File: src/rtl/hawk_rd_arbiter.sv
// hawk_rd_arbiter: round-robin owner of the single Hawk AXI4 read channel.
// Ports: per-requester AR (req_ar*), per-requester R (req_r*), shared
// rdata/rresp/rlast, master AR/R (m_*), status busy/grant_id/len_err/timeout_err.
module hawk_rd_arbiter #(
  parameter int NUM_REQ = 4,
  parameter int ADDR_W  = 64,
  parameter int DATA_W  = 512,
  parameter int TIMEOUT = 1024
) (
  input  logic                      clk_i,
  input  logic                      rst_ni,

  input  logic [NUM_REQ-1:0]        req_arvalid_i,
  input  logic [NUM_REQ*ADDR_W-1:0] req_araddr_i,
  input  logic [NUM_REQ*8-1:0]      req_arlen_i,
  output logic [NUM_REQ-1:0]        req_arready_o,

  output logic [NUM_REQ-1:0]        req_rvalid_o,
  input  logic [NUM_REQ-1:0]        req_rready_i,
  output logic [DATA_W-1:0]         rdata_o,
  output logic [1:0]                rresp_o,
  output logic                      rlast_o,

  output logic                      m_arvalid_o,
  output logic [ADDR_W-1:0]         m_araddr_o,
  output logic [7:0]                m_arlen_o,
  input  logic                      m_arready_i,

  input  logic                      m_rvalid_i,
  input  logic [DATA_W-1:0]         m_rdata_i,
  input  logic [1:0]                m_rresp_i,
  input  logic                      m_rlast_i,
  output logic                      m_rready_o,

  output logic                      busy_o,
  output logic [$clog2(NUM_REQ)-1:0] grant_id_o,
  output logic                      len_err_o,
  output logic                      timeout_err_o
);

  localparam int GW = $clog2(NUM_REQ);
  localparam int WW = (TIMEOUT > 1) ? $clog2(TIMEOUT + 1) : 1;
  localparam logic [GW-1:0] LAST_RST = GW'(NUM_REQ - 1);
  localparam bit WD_EN = (TIMEOUT > 0);
  localparam logic [WW-1:0] WD_MAX =
    WW'((TIMEOUT > 0) ? TIMEOUT - 1 : 0);

  typedef enum logic [1:0] {
    IDLE,
    ADDR,
    DATA,
    ERR
  } state_e;

  state_e state_q, state_d;

  logic [GW-1:0]     grant_q, grant_d;
  logic [GW-1:0]     last_q, last_d;
  logic [ADDR_W-1:0] addr_q, addr_d;
  logic [7:0]        len_q, len_d;
  logic [8:0]        beat_q, beat_d;
  logic [WW-1:0]     wd_q, wd_d;
  logic              len_err_q, len_err_d;
  logic              tmo_q, tmo_d;

  logic [GW-1:0]     win;
  logic              win_vld;
  logic              ar_hs;
  logic              r_hs;
  logic              wd_hit;
  logic              bad_len;

  logic [ADDR_W-1:0] addr_a [NUM_REQ];
  logic [7:0]        len_a  [NUM_REQ];

  for (genvar g = 0; g < NUM_REQ; g++) begin : g_unpack
    assign addr_a[g] = req_araddr_i[g*ADDR_W +: ADDR_W];
    assign len_a[g]  = req_arlen_i[g*8 +: 8];
  end

  // Scan from the farthest offset down so the nearest
  // requester after last_q is the one left in win.
  always_comb begin
    logic [GW-1:0] idx;
    idx     = '0;
    win     = last_q;
    win_vld = 1'b0;
    for (int k = NUM_REQ; k >= 1; k--) begin
      idx = GW'((int'(last_q) + k) % NUM_REQ);
      if (req_arvalid_i[idx]) begin
        win     = idx;
        win_vld = 1'b1;
      end
    end
  end

  always_comb begin
    req_arready_o = '0;
    req_rvalid_o  = '0;
    m_rready_o    = 1'b0;
    m_arvalid_o   = 1'b0;
    unique case (state_q)
      IDLE: begin
        if (win_vld) req_arready_o[win] = 1'b1;
      end
      ADDR: begin
        m_arvalid_o = 1'b1;
      end
      DATA: begin
        req_rvalid_o[grant_q] = m_rvalid_i;
        m_rready_o = req_rready_i[grant_q];
      end
      default: begin
      end
    endcase
  end

  assign ar_hs  = m_arvalid_o && m_arready_i;
  assign r_hs   = m_rvalid_i && m_rready_o;
  assign wd_hit = WD_EN && (wd_q == WD_MAX);

  // A last beat must land exactly on beat len; any
  // other beat landing there means the burst overran.
  assign bad_len = m_rlast_i ?
    (beat_q != {1'b0, len_q}) :
    (beat_q == {1'b0, len_q});

  always_comb begin
    state_d   = state_q;
    grant_d   = grant_q;
    last_d    = last_q;
    addr_d    = addr_q;
    len_d     = len_q;
    beat_d    = beat_q;
    wd_d      = wd_q;
    len_err_d = len_err_q;
    tmo_d     = tmo_q;
    unique case (state_q)
      IDLE: begin
        if (win_vld) begin
          grant_d = win;
          addr_d  = addr_a[win];
          len_d   = len_a[win];
          wd_d    = '0;
          state_d = ADDR;
        end
      end
      ADDR: begin
        if (ar_hs) begin
          beat_d  = '0;
          wd_d    = '0;
          state_d = DATA;
        end else if (wd_hit) begin
          tmo_d   = 1'b1;
          state_d = ERR;
        end else begin
          wd_d = wd_q + 1'b1;
        end
      end
      DATA: begin
        if (r_hs) begin
          wd_d   = '0;
          beat_d = beat_q + 9'd1;
          if (bad_len) len_err_d = 1'b1;
          if (m_rlast_i) begin
            last_d  = grant_q;
            state_d = IDLE;
          end
        end else if (wd_hit) begin
          tmo_d   = 1'b1;
          state_d = ERR;
        end else begin
          wd_d = wd_q + 1'b1;
        end
      end
      default: begin
      end
    endcase
  end

  always_ff @(posedge clk_i or negedge rst_ni) begin
    if (!rst_ni) begin
      state_q   <= IDLE;
      grant_q   <= '0;
      last_q    <= LAST_RST;
      addr_q    <= '0;
      len_q     <= '0;
      beat_q    <= '0;
      wd_q      <= '0;
      len_err_q <= 1'b0;
      tmo_q     <= 1'b0;
    end else begin
      state_q   <= state_d;
      grant_q   <= grant_d;
      last_q    <= last_d;
      addr_q    <= addr_d;
      len_q     <= len_d;
      beat_q    <= beat_d;
      wd_q      <= wd_d;
      len_err_q <= len_err_d;
      tmo_q     <= tmo_d;
    end
  end

  assign m_araddr_o    = addr_q;
  assign m_arlen_o     = len_q;
  assign rdata_o       = m_rdata_i;
  assign rresp_o       = m_rresp_i;
  assign rlast_o       = m_rlast_i && (state_q == DATA);
  assign busy_o        = (state_q != IDLE);
  assign grant_id_o    = grant_q;
  assign len_err_o     = len_err_q;
  assign timeout_err_o = tmo_q;

endmodule

File: config.mk
export PLATFORM = sky130hd
export DESIGN_NAME = hawk_rd_arbiter
export DESIGN_NICKNAME = d
export VERILOG_FILES = /design/src/rtl/hawk_rd_arbiter.sv
export SDC_FILE = /design/constraint.sdc
export NUM_CORES = 1
export LEC_CHECK = 0
export BUFFER_PORTS_ARGS = -buffer_cell sky130_fd_sc_hd__buf_2
export CAP_MARGIN = 5
export CORE_AREA = 2 2 548 550
export DETAILED_ROUTE_END_ITERATION = 6
export DIE_AREA = 0 0 550 552
export SLEW_MARGIN = 15
export SYNTH_ARGS = -nofsm -noshare
export SYNTH_HDL_FRONTEND = slang
export SYNTH_SLANG_ARGS = --single-unit
File: constraint.sdc
create_clock -name clk_i -period 4.6 [get_ports clk_i]
set_input_delay 0.92 -clock clk_i [delete_from_list [all_inputs] [get_ports clk_i]]
set_output_delay 0.92 -clock clk_i [all_outputs]
set_load 0.03 [all_outputs]
==> flow_metrics.env <==
export IMPL_status="finished clean"
export IMPL_synth_nets=1767
export IMPL_worstSetupStartpointType="input pin"
export IMPL_vias_per_cell=1.51
export IMPL_grt_max_degree=75
export IMPL_cts_root_buffer="clkbuf_16"
export IMPL_netlist_area_um2=9990
export IMPL_synthDistinctLibCells=46
export IMPL_synth_top_cell_area_share_pct=38.8
export IMPL_grt_setup_unrepaired="no"
export IMPL_synthSimpleGateAreaFrac_pct=4.08
export IMPL_drv_slew=0
export IMPL_cts_hold_buffers=0
export IMPL_hpwl_um=119000
export IMPL_clock_power_share_pct=12.4
export IMPL_layout_drive_gt1_share_pct=70.0
export IMPL_max_vdd_ir_drop_mv=0.579
export IMPL_place_congestion=0.951
export IMPL_grt_pass1_wl_um=143000
export IMPL_synthMuxAreaShare_pct=25.1
export IMPL_first_iter_violations=454
export IMPL_overflow=0
export IMPL_core_area_um2=298000
export IMPL_r2r_setup_slack_ns=1.87
export IMPL_wirelength_um=128000
export IMPL_p_per_area_nw_per_um2=522
export IMPL_finClkSkew_ns=0.0209
export IMPL_pwr_share_comb_pct=66.1
export IMPL_endpoint="req_arready_o[0]"
export IMPL_yosysMostFrequentCell="buf_4"
export IMPL_nets=1634
export IMPL_max_freq_mhz=317
export IMPL_yosysSeqAreaShare_pct=25.1
export IMPL_rows=201
export IMPL_synth_ff_type="dfrtp_1"
export IMPL_num_vias=7285
export IMPL_cts_buffers=9
export IMPL_syn_to_final_growth_pct=34.9
export IMPL_multi_input_area_um2=3480
export IMPL_clk_latency_ns=0.42
export IMPL_ff2ff_path_depth=7
export IMPL_cts_tree="done"
export IMPL_syn_area_per_cell_um2=10.6
export IMPL_p_int_mw=3.36
export IMPL_postRouteAntennaNets=0
export IMPL_netSwitchingPower_mw=3.69
export IMPL_slew_headroom_pct=46.6
export IMPL_path_cells="buf_2, nor4_1, nor2_4, nand2b_1, nor4_1, buf_2"
export IMPL_grt_usage_pct=8.11
export IMPL_wl_per_cell_um=26.5
export IMPL_synth_area_leader_cell="buf_4"
export IMPL_cts_sinks=100
export IMPL_r2r_end="m_arlen_o[3]"
export IMPL_timing_rr_start="last_q[0]"
export IMPL_cp_end_kind="output port"
export IMPL_crit_fanout=5
export IMPL_setup_violations_final=0
export IMPL_dieArea_um2=304000
export IMPL_finish_utilization_pct=4.52
export IMPL_setup_tns_ns=0
export IMPL_first_pass_iters=5
export IMPL_synth_compound_area_share_pct=3.57
export IMPL_synth_fa_ha_area_share_pct=0.626
export IMPL_critPathLaunch="req_arvalid_i[1]"
export IMPL_antenna_found_initial=96
export IMPL_synth_common_cells="517 x buf_4, 98 x dfrtp_1, 75 x mux2_2"
export IMPL_hold_class="in -> async"
export IMPL_post_cts_buffers=0
export IMPL_cts_path_max_buffers=2
export IMPL_grt_pass1_vias=7242
export IMPL_die_x_um=550
export IMPL_cp_data_arrival_time_ns=2.24
export IMPL_power_share_sequential_pct=21.4
export IMPL_fin_crit_sh_pct=68.6
export IMPL_required_ns=3.68
export IMPL_critPathKind="in -> out"
export IMPL_synthCells=947
export IMPL_synth_edf_count=0
export IMPL_drc_errors=0
export IMPL_cts_resized=0
export IMPL_htreeDepth=3
export IMPL_worst_slew_pin_slew_ns=0.800
export IMPL_crit_slowest_cell="nor4_1"
export IMPL_period_needed_ns=3.16
export IMPL_yosys_area_share_xor_xnor_pct=1.05
export IMPL_register_area_um2=2500
export IMPL_clk_pin_slew_ns=0.11
export IMPL_synth_top_family_by_area="buffers and inverters"
export IMPL_switching_share_pct=52.3
export IMPL_ios=1417
export IMPL_async_reset_ff_share_pct=100
export IMPL_portBuffers=388
export IMPL_critPathMaxStageDelay_ns=0.66
export IMPL_yosys_warnings=0
export IMPL_chipHeight_um=552
export IMPL_drv_cap=0
export IMPL_initial_utilization_pct=3.35
export IMPL_synthTopCellsByArea="buf_4 39%, dfrtp_1 25%, mux4_2 16%"
export IMPL_fillers=35500
export IMPL_hold_viol_final=0
export IMPL_fin_total_pwr_mw=7.04
export IMPL_ys_seq_elements=100
export IMPL_leakagePower_nw=4.12
==> final cells by class <==
type | count | share of cell area (%)
flip-flops and latches | 100 | 18.6
well taps | 3958 | 36.7
inverters | 6 | 0.167
repair buffers | 399 | 15.5
diodes | 53 | 0.984
clock inverters | 7 | 0.520
multi-input cells | 298 | 25.8
clock buffers | 9 | 1.67
==> worst min path at each step <==
stage               cells after the start  startpoint  slack, ns           end
CTS                                     1      rst_ni       0.43  m_arlen_o[6]
detailed placement                      1   len_err_o       0.45     len_err_o
finish                                  1      rst_ni       0.46  m_arlen_o[6]
global placement                        1   len_err_o       0.44     len_err_o
global route                            1      rst_ni       0.47  m_arlen_o[6]
floorplan                               1    wd_q[10]       0.45      wd_q[10]
==> critical path: cells and delay by family <==
family,cells,cell delay (ns)
buf+inv,2,0.32
simple gates,4,1.00
==> power by group through the flow <==
stage | clock, mW | combinational, mW | sequential [mW]
2_1_floorplan | 0 | 2.91 | 2.17
3_3_place_gp | 0 | 4.79 | 1.52
3_5_place_dp | 0 | 4.82 | 1.53
4_1_cts | 0.953 | 4.83 | 1.51
5_1_grt | 0.958 | 4.95 | 1.57
6_report | 0.876 | 4.66 | 1.51
==> kinds of logic (layout without fill, tap and decap cells) <==
group / Yosys count / in the layout
compound gates: 52 / 52
xor+xnor: 12 / 12
buf+inv: 549 / 421
simple gates: 79 / 79
fa+ha+maj: 5 / 5
flops: 100 / 100
other cells: 0 / 53
mux: 150 / 150
==> sequential cells by signal (all words and copies together) (netlist names) <==
register	flops
state_q	2
wd_q	11
last_q	2
beat_q	9
grant_id_o	2
timeout_err_o	1
len_err_o	1
m_araddr_o	64
m_arlen_o	8
==> placed cells by master, fill, tap and decap left out, types with 7 or more instances in the layout <==
master	count
buf_2	387
dfrtp_1	98
mux2_2	75
mux4_2	73
diode_2	53
nor2_1	16
nand2_1	14
a21oi_1	12
nand3_1	11
xnor2_1	10
clkbuf_16	9
nor3_1	7
nand2b_1	7
o21ai_0	7
==> layer usage <==
layer	part of all wire, %	GRT usage, %	up-vias
li1	-	-	2539
met1	22	5.23	3151
met2	42	12.1	1082
met3	27	9.44	501
met4	9.4	6.81	12
met5	0.062	0.0475	-
==> per-stage QoR <==
step / hold slack [ns] / instance area, um2 / setup slack (ns) / cells
after global routing: 0.468 / 13500 / 1.29 / 4823
after floorplan: 0.448 / 9990 / 0.996 / 947
after CTS: 0.429 / 13300 / 1.38 / 4777
final: 0.464 / 13500 / 1.44 / 4830
after detailed placement: 0.446 / 13100 / 1.40 / 4761
after global placement: 0.441 / 13100 / 1.40 / 4761
(Power assumes the default switching activity.)
